File: src/rtl/fmc_arbiter.sv
// fmc_arbiter: round-robin owner of the shared FMC chip<->DDR data path.
// One burst at a time; read and write beats pass through combinationally.
module fmc_arbiter #(
  parameter int NUM_PORT   = 4,
  parameter int ADDR_WIDTH = 32,
  parameter int DATA_WIDTH = 128,
  parameter int LEN_WIDTH  = 16
) (
  input  logic                             clk,
  input  logic                             rst_n,
  input  logic [NUM_PORT-1:0]              REQARB_CmdVld,
  output logic [NUM_PORT-1:0]              ARBREQ_CmdRdy,
  input  logic [NUM_PORT-1:0]              REQARB_CmdWr,
  input  logic [NUM_PORT*ADDR_WIDTH-1:0]   REQARB_CmdAddr,
  input  logic [NUM_PORT*LEN_WIDTH-1:0]    REQARB_CmdLen,
  output logic [DATA_WIDTH-1:0]            ARBREQ_RdDat,
  output logic [NUM_PORT-1:0]              ARBREQ_RdDatVld,
  input  logic [NUM_PORT-1:0]              REQARB_RdDatRdy,
  input  logic [NUM_PORT*DATA_WIDTH-1:0]   REQARB_WrDat,
  input  logic [NUM_PORT-1:0]              REQARB_WrDatVld,
  output logic [NUM_PORT-1:0]              ARBREQ_WrDatRdy,
  output logic [ADDR_WIDTH-1:0]            ARBFMC_Addr,
  input  logic [DATA_WIDTH-1:0]            FMCARB_RdDat,
  input  logic                             FMCARB_RdDatVld,
  output logic                             ARBFMC_RdDatRdy,
  output logic [DATA_WIDTH-1:0]            ARBFMC_WrDat,
  output logic                             ARBFMC_WrDatVld,
  input  logic                             FMCARB_WrDatRdy,
  output logic                             ARB_Busy,
  output logic [$clog2(NUM_PORT)-1:0]      ARB_GntId
);

  localparam int IDW = $clog2(NUM_PORT);

  typedef enum logic [1:0] {IDLE, RD, WR} state_t;

  state_t                state;
  state_t                stateNxt;
  logic [IDW-1:0]        ptr;
  logic [IDW-1:0]        gntId;
  logic [ADDR_WIDTH-1:0] addrQ;
  logic [LEN_WIDTH-1:0]  cntQ;

  logic                  found;
  logic [IDW-1:0]        pick;
  logic [IDW-1:0]        idxP;
  int                    idx;
  logic                  accept;
  logic                  beat;

  logic [ADDR_WIDTH-1:0] cmdAddr [NUM_PORT];
  logic [LEN_WIDTH-1:0]  cmdLen  [NUM_PORT];
  logic [DATA_WIDTH-1:0] wrDat   [NUM_PORT];

  for (genvar g = 0; g < NUM_PORT; g++) begin : gSlice
    assign cmdAddr[g] = REQARB_CmdAddr[g*ADDR_WIDTH +: ADDR_WIDTH];
    assign cmdLen[g]  = REQARB_CmdLen[g*LEN_WIDTH +: LEN_WIDTH];
    assign wrDat[g]   = REQARB_WrDat[g*DATA_WIDTH +: DATA_WIDTH];
  end

  // search starts at ptr so the port served last has lowest priority
  always_comb begin
    found = 1'b0;
    pick  = '0;
    idx   = 0;
    idxP  = '0;
    for (int i = 0; i < NUM_PORT; i++) begin
      idx = int'(ptr) + i;
      if (idx >= NUM_PORT) idx = idx - NUM_PORT;
      idxP = IDW'(idx);
      if (!found && REQARB_CmdVld[idxP]) begin
        found = 1'b1;
        pick  = idxP;
      end
    end
  end

  assign accept = found && (state == IDLE) && rst_n;

  always_comb begin
    stateNxt        = state;
    beat            = 1'b0;
    ARBREQ_CmdRdy   = '0;
    ARBREQ_RdDat    = '0;
    ARBREQ_RdDatVld = '0;
    ARBREQ_WrDatRdy = '0;
    ARBFMC_RdDatRdy = 1'b0;
    ARBFMC_WrDat    = '0;
    ARBFMC_WrDatVld = 1'b0;
    unique case (state)
      IDLE: begin
        if (accept) begin
          ARBREQ_CmdRdy[pick] = 1'b1;
          if (cmdLen[pick] != '0)
            stateNxt = REQARB_CmdWr[pick] ? WR : RD;
        end
      end
      RD: begin
        ARBREQ_RdDat           = FMCARB_RdDat;
        ARBREQ_RdDatVld[gntId] = FMCARB_RdDatVld;
        ARBFMC_RdDatRdy        = REQARB_RdDatRdy[gntId];
        beat = FMCARB_RdDatVld && REQARB_RdDatRdy[gntId];
      end
      WR: begin
        ARBFMC_WrDat           = wrDat[gntId];
        ARBFMC_WrDatVld        = REQARB_WrDatVld[gntId];
        ARBREQ_WrDatRdy[gntId] = FMCARB_WrDatRdy;
        beat = REQARB_WrDatVld[gntId] && FMCARB_WrDatRdy;
      end
      default: stateNxt = IDLE;
    endcase
    if (beat && cntQ == LEN_WIDTH'(1))
      stateNxt = IDLE;
  end

  always_ff @(posedge clk or negedge rst_n) begin
    if (!rst_n) begin
      state <= IDLE;
      ptr   <= '0;
      gntId <= '0;
      addrQ <= '0;
      cntQ  <= '0;
    end else begin
      state <= stateNxt;
      if (accept) begin
        gntId <= pick;
        ptr   <= (pick == IDW'(NUM_PORT-1)) ? '0 : pick + 1'b1;
        addrQ <= cmdAddr[pick];
        cntQ  <= cmdLen[pick];
      end else if (beat) begin
        addrQ <= addrQ + 1'b1;
        cntQ  <= cntQ - 1'b1;
      end
    end
  end

  assign ARBFMC_Addr = addrQ;
  assign ARB_Busy    = (state != IDLE);
  assign ARB_GntId   = gntId;

endmodule

File: config.mk
export PLATFORM = sky130hd
export DESIGN_NAME = fmc_arbiter
export DESIGN_NICKNAME = d
export VERILOG_FILES = /design/src/rtl/fmc_arbiter.sv
export SDC_FILE = /design/constraint.sdc
export NUM_CORES = 1
export LEC_CHECK = 0
export ABC_AREA = 1
export CORE_AREA = 2 2 448 450
export CTS_BUF_LIST = sky130_fd_sc_hd__clkbuf_16
export DETAILED_ROUTE_END_ITERATION = 7
export DIE_AREA = 0 0 450 452
export PLACE_DENSITY = 0.32
export SYNTH_ARGS = -nofsm -noshare
export SYNTH_HDL_FRONTEND = slang
export SYNTH_SLANG_ARGS = --single-unit
File: constraint.sdc
create_clock -name clk -period 2.3 [get_ports clk]
set_input_delay 0.23 -clock clk [delete_from_list [all_inputs] [get_ports clk]]
set_output_delay 0.23 -clock clk [all_outputs]
set_load 0.01 [all_outputs]
==> results by stage, run 1 <==
Setup path:
- The worst path required time is roughly 2100 ps.
- The cell that appears most often on the critical path is sky130_fd_sc_hd__buf_12.
- The largest delay contributor family on the critical path is buffers and inverters.
- The maximum fanout encountered on the critical timing path is 28.
- The worst register-to-register path begins at ptr[0]$_DFFE_PN0P_.
- The type of the worst setup path is flip-flop to primary output.
- The buffer and inverter count on the worst path is 6.
- In this run the worst setup path begins at ptr[0]$_DFFE_PN0P_.
- Data arrives at the worst endpoint at 2410 ps.
- The largest individual stage delay along the critical path comes from the cell sky130_fd_sc_hd__dfrtp_2.
- In this design, the stage delay of the slowest critical-path cell is 480 ps.
- STA classifies the critical path endpoint as a primary output.
- The critical path goes through clkinv_4, nand2_1, nand3_4, nand2_4, nor2_4, nand3_4, buf_8, buf_12, nand3_4, buf_12, buf_12, nor2_4, buf_12.
- STA classifies the critical path startpoint as a flip-flop.

Logic synthesis:
- The area of the mapped netlist is 0.00945 sq mm.
- The count of yosys warnings during synthesis is 0.
- Counting every net in the synthesized netlist gives between 2000 and 2500.
- Of all flip-flops after synthesis, the portion carrying an async set or reset was 100%.
- The sequential share of the synthesized area is 14.3%.
- The cell type with the highest aggregate area in the netlist is sky130_fd_sc_hd__a22oi_1.
- Ranked by total cell area, the synthesized netlist is headed by sky130_fd_sc_hd__a22oi_1, sky130_fd_sc_hd__nand2_1, sky130_fd_sc_hd__dfrtp_1.
- In this run the mean area of a mapped cell was 5.78 sq um.
- The number of flip-flops and latches in the synthesized netlist is 54.
- The leading register cell type out of synthesis is sky130_fd_sc_hd__dfrtp_1.
- Of the total synthesized cell area, the portion taken by AND, OR, NAND and NOR gates is a little over a quarter.
- After synthesis, the largest family of logic cells by area is compound AO/OA/AOI/OAI gates.
- The number of distinct library cells after synthesis is 42.
- The cell count after synthesis came out at ~1600.
- In this run the biggest area consumer among cell types represents about a fifth of the synthesized area.
- The fraction of the mapped netlist area in compound gates is 34.7%.
- The portion of synthesized area spent on multiplexers is under 10%.
- After Yosys synthesis, XOR and XNOR cells account for 2.13% of the synthesized area.
- Yosys mapped a number of flops with a built-in enable equal to 0.
- Counting instances in the post-synthesis netlist gives the leading cell types as sky130_fd_sc_hd__nand2_1, sky130_fd_sc_hd__a22oi_1, sky130_fd_sc_hd__inv_1.
- In the post-synthesis netlist, the cell with the most instances is sky130_fd_sc_hd__nand2_1.
- Of the total synthesized cell area, the portion taken by full adders, half adders and majority gates is under 10%.

CTS:
- The TritonCTS clock tree is yes.
- The quantity of hold-fixing buffers added after cts is 0.
- Clock tree synthesis inserted a total of 5 buffers.
- The number of buffers on the longest clock path is 2.
- The later pin in the worst-skew pair is clocked with a latency of approximately 340 ps.
- The cell sitting at the root of the clock tree is a sky130_fd_sc_hd__clkbuf_16.
- The clock-pin transition on the worst setup and hold timing paths is 100 ps.
- The tree built by TritonCTS fans out to between 50 and 60 sinks.
- The number of H-tree branching levels is 2.

Global routing:
- Global routing used 13.7% of the available tracks.
- The first-pass GRT wire length is around 190000 um.
- The global routing usage on met3 is 5.58%.
- Summed over all layers, the global routing overflow is 0.
- The via count of the first global-routing pass is between 15000 and 20000.
- The global routing stage identified its most utilized layer as met2.
- Entering global routing, the biggest net connects 54 pins.
- The number of antenna violations at the first check in global routing was 133.
- The global routing usage on met1 is around 14%.
- Global routing used roughly a quarter of the available met2 tracks.

Final layout:
- The fraction of final layout cells with drive strength greater than 1 is between 30% and 40%.
- The final standard cell area without fillers is around 0.032 sq mm.
- The signed area change from the synthesized netlist to the final layout is 236%.
- The final instance count without filler cells is between 5000 and 6000.
- Fill cells in the final layout number between 20000 and 25000.
- For this run, the post-layout net count is 4011.
- The utilization after layout is around 16%.

Pwr:
- The static leakage power is between 10 and 15 nW.
- The maximum vdd ir drop is 0.000645 V.
- The overall power of the completed layout is around 40 mW.
- The total power divided by cell area is 1250 mW/mm^2.

Placed design:
- The congestion estimate from routability-driven global placement came to slightly above 0.9.
- Once placement completed, the tool counted placed cells totaling between 5000 and 6000.
- The placed wire-length estimate after detailed placement is 127000 um.
- The count of input and output buffers is 1156.
- The placed cell area is between 0.02 and 0.03 sq mm.
- The pre-CTS setup slack is -589 ps.

Die:
- The height of the die is between 400 and 500 um.
- The placeable core area is ~0.2 sq mm.
- The die covers approximately 0.2 sq mm.
- The placement row count is between 150 and 200.
- The die extent in x is between 400 and 500 um.
- The number of I/O pins is approximately 1200.
- The initial utilization of the core area, before any placement, comes to about 4.8%.

Routing:
- The per-cell routed wire length is 25.6 um.
- In this run the remaining antenna-violating nets after routing total 0.
- Using the TritonRoute via totals, the vias-per-cell ratio works out to 3.24.
- For this block, the routed nets add up to approximately 150000 um of wire.
- The number of remaining DRC errors is 0.
- Before antenna repair, the detailed router went through 5 iterations.
- Across all layers, the routed design uses about 19000 vias.
- The first-iteration detailed-routing DRC count is roughly 1000.

STA:
- The sum of negative setup slack is -19020 ps.
- Setup violations remaining at the end of the flow were counted as around 160.
- The tightest hold path in the finished design has a slack of 67.5 ps.
- The total count of max-transition violations in the final report is 0.
- Counting I/O delays and the setup requirement, the final critical path takes 2640 ps.
- The number of failing hold endpoints at the final stage is 0.
- Static timing analysis puts the maximum clock frequency at roughly 380 MHz.
- The relative max-transition margin is roughly 63%.
- Setup repair after global routing could not meet its margin everywhere.
- After layout, the worst path uses 115% of the clock period.
- Once routing completed, OpenROAD measured the worst setup slack at -340 ps.
- The worst clock skew on the final layout is around 14 ps.
- For the pin with the worst max-slew slack, the measured transition is approximately 550 ps.

Worst hold path:
- The kind of path behind the tightest hold check is input port to async pin.

Status:
- The run finished, with violations left.
- The checks that failed: setup timing.

Job:
- The max-cap check violation count is 0.
[worst register-to-register path: stages (launching register included)]
cell	delay, ps
sky130_fd_sc_hd__dfrtp_2	480
sky130_fd_sc_hd__clkinv_4	100
sky130_fd_sc_hd__nand2_1	120
sky130_fd_sc_hd__nand3_4	110
sky130_fd_sc_hd__nand2_4	70
sky130_fd_sc_hd__nor2_4	190
sky130_fd_sc_hd__nand3_4	130
sky130_fd_sc_hd__nand3_4	140
sky130_fd_sc_hd__buf_6	120
sky130_fd_sc_hd__buf_6	110
sky130_fd_sc_hd__clkinv_8	70
sky130_fd_sc_hd__nand2_4	60
sky130_fd_sc_hd__nand2_2	50
sky130_fd_sc_hd__nand2_2	60
sky130_fd_sc_hd__nand2_2	80
sky130_fd_sc_hd__nor2_2	80
sky130_fd_sc_hd__nand2_1	80
sky130_fd_sc_hd__nor2_1	100
sky130_fd_sc_hd__nand2_1	60
sky130_fd_sc_hd__nand2_1	70
sky130_fd_sc_hd__nand2_2	70
sky130_fd_sc_hd__nand3_1	70
sky130_fd_sc_hd__nand2_1	50
[sequential cells by signal, indices dropped and copies added (netlist names)]
register / flops
cntQ: 16
state: 2
ARB_GntId: 2
ptr: 2
ARBFMC_Addr: 32
[layer usage]
metal | vias up | wire [um]
li1 | 8671 | -
met5 | - | 742
met4 | 124 | 4090
met1 | 9000 | 52300
met2 | 835 | 79300
met3 | 267 | 13000
[power by group]
group	total (mW)	switching [mW]	internal, mW
combinational	36.7	18.4	18.4
sequential	2.06	0.607	1.45
clock	0.899	0.490	0.409
total	39.7	19.5	20.2
[area by class of cell]
class | instances | area [sq um] | area share (%)
antenna | 20 | 50.0 | 0.157
sequential | 54 | 1360 | 4.27
inverter | 260 | 1040 | 3.27
tap | 2656 | 3320 | 10.5
clock inverter | 3 | 20.0 | 0.0630
clock buffer | 5 | 125 | 0.394
timing repair inverter | 1 | 5.00 | 0.0157
timing repair buffer | 1638 | 16900 | 53.1
multi-input combinational | 1189 | 8980 | 28.3
[final timing paths]
check                                              end  slack (ps)  depth (start not counted)
hold / removal             ARBFMC_Addr[13]$_DFFE_PN0P_          70                          2
setup reg to reg                  state[1]$_DFFE_PN0P_        -280                         22
max in group asynchronous     ARB_GntId[0]$_DFFE_PN0P_        1560                          3
setup / recovery                      ARBREQ_CmdRdy[2]        -340                         13
hold reg to reg                    cntQ[0]$_DFFE_PN0P_         550                          1
min in group clk                   cntQ[0]$_DFFE_PN0P_         550                          1
[placed cells by master, fill, tap and decap left out, types with 7 or more instances in the layout]
| cell type | instances |
|---|---|
| sky130_fd_sc_hd__nor2_4 | 13 |
| sky130_fd_sc_hd__dlymetal6s2s_1 | 15 |
| sky130_fd_sc_hd__diode_2 | 20 |
| sky130_fd_sc_hd__buf_12 | 88 |
| sky130_fd_sc_hd__nand2_2 | 46 |
| sky130_fd_sc_hd__o21ai_0 | 11 |
| sky130_fd_sc_hd__mux2i_1 | 9 |
| sky130_fd_sc_hd__nor2_2 | 16 |
| sky130_fd_sc_hd__buf_6 | 112 |
| sky130_fd_sc_hd__nand2_4 | 28 |
| sky130_fd_sc_hd__clkbuf_16 | 12 |
| sky130_fd_sc_hd__inv_2 | 12 |
| sky130_fd_sc_hd__inv_1 | 237 |
| sky130_fd_sc_hd__buf_4 | 294 |
| sky130_fd_sc_hd__buf_16 | 22 |
| sky130_fd_sc_hd__mux2i_4 | 15 |
| sky130_fd_sc_hd__clkdlybuf4s50_1 | 905 |
| sky130_fd_sc_hd__a22oi_1 | 98 |
| sky130_fd_sc_hd__o21ai_1 | 19 |
| sky130_fd_sc_hd__nand3_4 | 7 |
| sky130_fd_sc_hd__dlygate4sd2_1 | 58 |
| sky130_fd_sc_hd__o221ai_2 | 13 |
| sky130_fd_sc_hd__buf_8 | 33 |
| sky130_fd_sc_hd__o211ai_1 | 8 |
| sky130_fd_sc_hd__nor3_1 | 11 |
| sky130_fd_sc_hd__a21oi_2 | 76 |
| sky130_fd_sc_hd__xor2_1 | 13 |
| sky130_fd_sc_hd__nand3_1 | 35 |
| sky130_fd_sc_hd__xnor2_1 | 8 |
| sky130_fd_sc_hd__nand4_1 | 32 |
| sky130_fd_sc_hd__a22oi_2 | 161 |
| sky130_fd_sc_hd__nor2_1 | 63 |
| sky130_fd_sc_hd__a21oi_4 | 10 |
| sky130_fd_sc_hd__clkbuf_2 | 10 |
| sky130_fd_sc_hd__buf_2 | 87 |
| sky130_fd_sc_hd__dfrtp_1 | 49 |
| sky130_fd_sc_hd__nand3_2 | 34 |
| sky130_fd_sc_hd__nand2_1 | 318 |
| sky130_fd_sc_hd__mux2i_2 | 13 |
| sky130_fd_sc_hd__a21oi_1 | 82 |
[timing repair]
action / 4_1_cts / 5_1_grt
gates cloned: 24 / 10
endpoints found under the hold margin: 0 / 0
gates resized for setup: 831 / 577
buffers inserted: 113 / 87
pin swaps: 104 / 213
setup endpoints to repair: 273 / 221
[kinds of logic (layout without fill, tap and decap cells)]
kind of cell               count (synthesis)  count (layout)
AOI/OAI and AO/OA                        502             502
xor gates and xnor gates                  23              23
adders and majority gates                 10              10
buffers and inverters                    391            1907
DFF                                       54              54
muxes                                     37              37
other                                      0              20
and+or+nand+nor                          617             617
Note: power is estimated with default switching activity, not from simulation.
==> inputs of run 2 (changes only) <==
--- a/config.mk
+++ b/config.mk
@@ -7,7 +7,7 @@
 export LEC_CHECK = 0
 export ABC_AREA = 1
 export CORE_AREA = 2 2 448 450
-export CTS_BUF_LIST = sky130_fd_sc_hd__clkbuf_16
+export CTS_BUF_LIST = sky130_fd_sc_hd__clkbuf_4 sky130_fd_sc_hd__clkbuf_8
 export DETAILED_ROUTE_END_ITERATION = 7
 export DIE_AREA = 0 0 450 452
 export PLACE_DENSITY = 0.32
==> results by stage, run 2 (synthesized netlist as in run 1, its figures left out) <==
Die:
- The placement row count was 164 (unchanged).
- The number of I/O pins came to 1157 (unchanged).
- The height of the die came to 452 um (unchanged).
- The area of the die is 0.203 sq mm (unchanged).
- The die extent in x is 450 um (unchanged).
- The placeable core area was 0.199 sq mm (unchanged).
- The starting density of the core is 4.76% (unchanged).

Routing:
- The number of optimization iterations in the first detailed-route pass is 5 (unchanged).
- The first-iteration detailed-routing DRC count is 921 (was 994).
- The number of remaining DRC errors came to 0 (unchanged).
- The uppermost layer routed is met5 (unchanged).
- The wire length the detailed router placed on met1 was 53600 um (was 52300 um).
- The routed length on met2 was 80400 um (was 79300 um).
- The total via count in the routed design is 18900 (about the same).
- The post-detailed-route via-to-cell ratio was 3.23 (was 3.24).
- The total wirelength of the detailed-routed design is 151000 um (was 149000 um).
- The detailed route wirelength on metal3 is 12900 um (was 13000 um).
- The final antenna-violating net count came to 0 (unchanged).
- The per-cell routed wire length is 25.9 um (was 25.6 um).

Global routing:
- The via count of the first global-routing pass is 19400 (was 19200).
- The final global-route overflow total is 0 (unchanged).
- The number of antenna violations at the first check in global routing is 134 (was 133).
- The maximum number of pins on one net before global-route repair was 54 (unchanged).
- The first-pass GRT wire length is 190000 um (was 187000 um).
- The global router's overall resource usage came to 13.9% (was 13.7%).

Final layout:
- The number of flip-flops under the largest register name is 32 (unchanged).
- The number of inserted filler cells in the final layout is 22900 (about the same).
- The register area is 0.00136 sq mm (unchanged).
- The final standard cell area without fillers is 0.0321 sq mm (was 0.0318 sq mm).
- The signed area change from the synthesized netlist to the final layout is 239% (was 236%).
- The utilization after layout was 16.1% (was 16.0%).
- The fraction of final layout cells with drive strength greater than 1 was 36.4% (was 36.6%).
- The multi-input gate area in the final layout is 0.00886 sq mm (was 0.00898 sq mm).
- Highest-count cells in the layout ignoring fill and taps: sky130_fd_sc_hd__clkdlybuf4s50_1, sky130_fd_sc_hd__nand2_1, sky130_fd_sc_hd__buf_4 (unchanged).
- The final net count came to 4032 (was 4011).
- The final instance count without filler cells is 5852 (was 5826).
- The most frequent standard cell in the layout excluding fill and tap cells was sky130_fd_sc_hd__clkdlybuf4s50_1 (unchanged).

Placed design:
- The placed wire-length estimate after detailed placement is 127000 um (unchanged).
- The placed cell area is 0.0266 sq mm (unchanged).
- The count of input and output buffers is 1156 (unchanged).
- The weighted congestion at the end of routability-driven global placement is 0.934 (unchanged).
- The count of placed standard cells including taps is 5597 (unchanged).
- The pre-CTS setup slack is -589 ps (unchanged).

Setup path:
- The worst setup path startpoint is ptr[0]$_DFFE_PN0P_ (unchanged).
- The maximum fanout encountered on the critical timing path is 14 (was 28).
- The flop-to-flop setup slack is -330 ps (was -280 ps).
- The type of the worst setup path is flip-flop to primary output (unchanged).
- The endpoint arrival time on the critical path is 2460 ps (was 2410 ps).
- The endpoint class of the critical path is a primary output (unchanged).
- The logic depth of the worst register-to-register path is 22 (unchanged).
- The startpoint class of the critical path is a flip-flop (unchanged).
- The worst setup path endpoint was ARBREQ_CmdRdy[0] (was ARBREQ_CmdRdy[2]).
- The endpoint of the most critical register-to-register path is state[1]$_DFFE_PN0P_ (unchanged).
- The worst path required time is 2070 ps (about the same).
- The worst reg2reg path startpoint is ptr[0]$_DFFE_PN0P_ (unchanged).

CTS:
- The clock latency of the later-clocked register in the worst-skew pair was 410 ps (was 340 ps).
- The CTS root buffer is sky130_fd_sc_hd__clkbuf_8 (was sky130_fd_sc_hd__clkbuf_16).
- The TritonCTS clock tree is yes (unchanged).
- The number of buffers on the longest clock path came to 2 (unchanged).
- The clock-pin transition on the worst setup and hold timing paths came to 150 ps (was 100 ps).
- The total number of clock tree sinks came to 54 (unchanged).
- The number of H-tree branching levels came to 2 (unchanged).
- The total CTS buffers is 5 (unchanged).

Job:
- The max-cap check violation count is 0 (unchanged).

Worst hold path:
- The kind of path behind the tightest hold check was input port to flip-flop (was input port to async pin).

STA:
- The total count of max-transition violations in the final report is 0 (unchanged).
- The slew at the pin closest to its max-slew limit came to 491 ps (was 548 ps).
- The post-route minimum period was 2690 ps (was 2640 ps).
- The final period utilization is 117% (was 115%).
- The maximum frequency from static timing analysis came to 371 MHz (was 379 MHz).
- The relative max-transition margin is 67.2% (was 63.5%).
- The post-layout worst setup margin is -393 ps (was -340 ps).
- Setup repair after global routing missed its margin: true (unchanged).
- The number of failing hold endpoints at the final stage is 0 (unchanged).
- The setup violation total in the final timing report is 191 (was 164).
- The worst clock skew on the final layout was 27.1 ps (was 13.6 ps).

Status:
- Failing checks: setup timing (unchanged).
- Result of the run: finished, violations left (unchanged).

Pwr:
- The total power divided by cell area is 1260 mW/mm^2 (was 1250 mW/mm^2).
- The maximum vdd ir drop is 0.000837 V (was 0.000645 V).
- The static leakage power was 13.5 nW (about the same).
run 2: how the worst min path moves through the flow:
stage | startpoint | to | slack [ps] | depth (start not counted)
floorplan | rst_n | ARBFMC_Addr[0]$_DFFE_PN0P_ | -70 | 0
global placement | rst_n | ARBFMC_Addr[13]$_DFFE_PN0P_ | 510 | 2
detailed placement | rst_n | ARBFMC_Addr[13]$_DFFE_PN0P_ | 510 | 2
CTS | rst_n | ARBFMC_Addr[13]$_DFFE_PN0P_ | 10 | 2
global route | REQARB_CmdAddr[112] | ARBFMC_Addr[16]$_DFFE_PN0P_ | 500 | 3
finish | REQARB_CmdAddr[112] | ARBFMC_Addr[16]$_DFFE_PN0P_ | 510 | 3
run 2: metrics by stage:
| step | total power [mW] | TNS [ps] | hold slack [ps] |
|---|---|---|---|
| after floorplan | 12.4 | 0 | -65.6 |
| after global placement | 28.1 | -40490 | 514 |
| after detailed placement | 28.0 | -35860 | 507 |
| after CTS | 37.2 | -38970 | 10.2 |
| after global routing | 43.1 | -56230 | 501 |
| final | 40.4 | -31230 | 505 |
run 2: routing by layer:
| layer | GRT usage (%) | vias to the layer above |
|---|---|---|
| met5 | 0 | - |
| met4 | 3.80 | 118 |
| met3 | 5.54 | 246 |
| met2 | 26.2 | 805 |
| met1 | 14.1 | 9028 |
| li1 | - | 8716 |
run 2: what timing repair did:
action | 4_1_cts | 5_1_grt
hold endpoints to repair | 0 | 1
setup endpoints to repair | 294 | 247
hold buffers | 0 | 1
gates cloned | 32 | 14
buffers inserted | 130 | 91
pin swaps | 155 | 168
resized for setup | 1053 | 364
run 2: area by class of cell:
class,count,share of cell area (%)
sequential,54,4.24
clock buffer,6,0.258
antenna,25,0.195
clock inverter,2,0.0507
multi-input combinational,1189,27.7
inverter,260,3.24
timing repair buffer,1659,54.0
tap,2656,10.4
timing repair inverter,1,0.0156
run 2: critical path: stages, from the launching register on:
cell                       delay (ps)
sky130_fd_sc_hd__dfrtp_2          490
sky130_fd_sc_hd__clkinv_4         130
sky130_fd_sc_hd__nand2_2           70
sky130_fd_sc_hd__nand2_1           80
sky130_fd_sc_hd__nand2_2          110
sky130_fd_sc_hd__nand2_4           70
sky130_fd_sc_hd__nor2_4           170
sky130_fd_sc_hd__nand3_4          130
sky130_fd_sc_hd__buf_8            160
sky130_fd_sc_hd__nand3_4           80
sky130_fd_sc_hd__buf_12           200
sky130_fd_sc_hd__buf_16           180
sky130_fd_sc_hd__nor2_4            70
sky130_fd_sc_hd__buf_12           130
run 2: power by group:
group,switching (mW),leakage [nW],internal [mW],total [mW]
logic,18.5,12.8,19.1,37.6
clock network,0.481,0.0480,0.251,0.731
registers,0.616,0.633,1.45,2.07
total,19.6,13.5,20.8,40.4
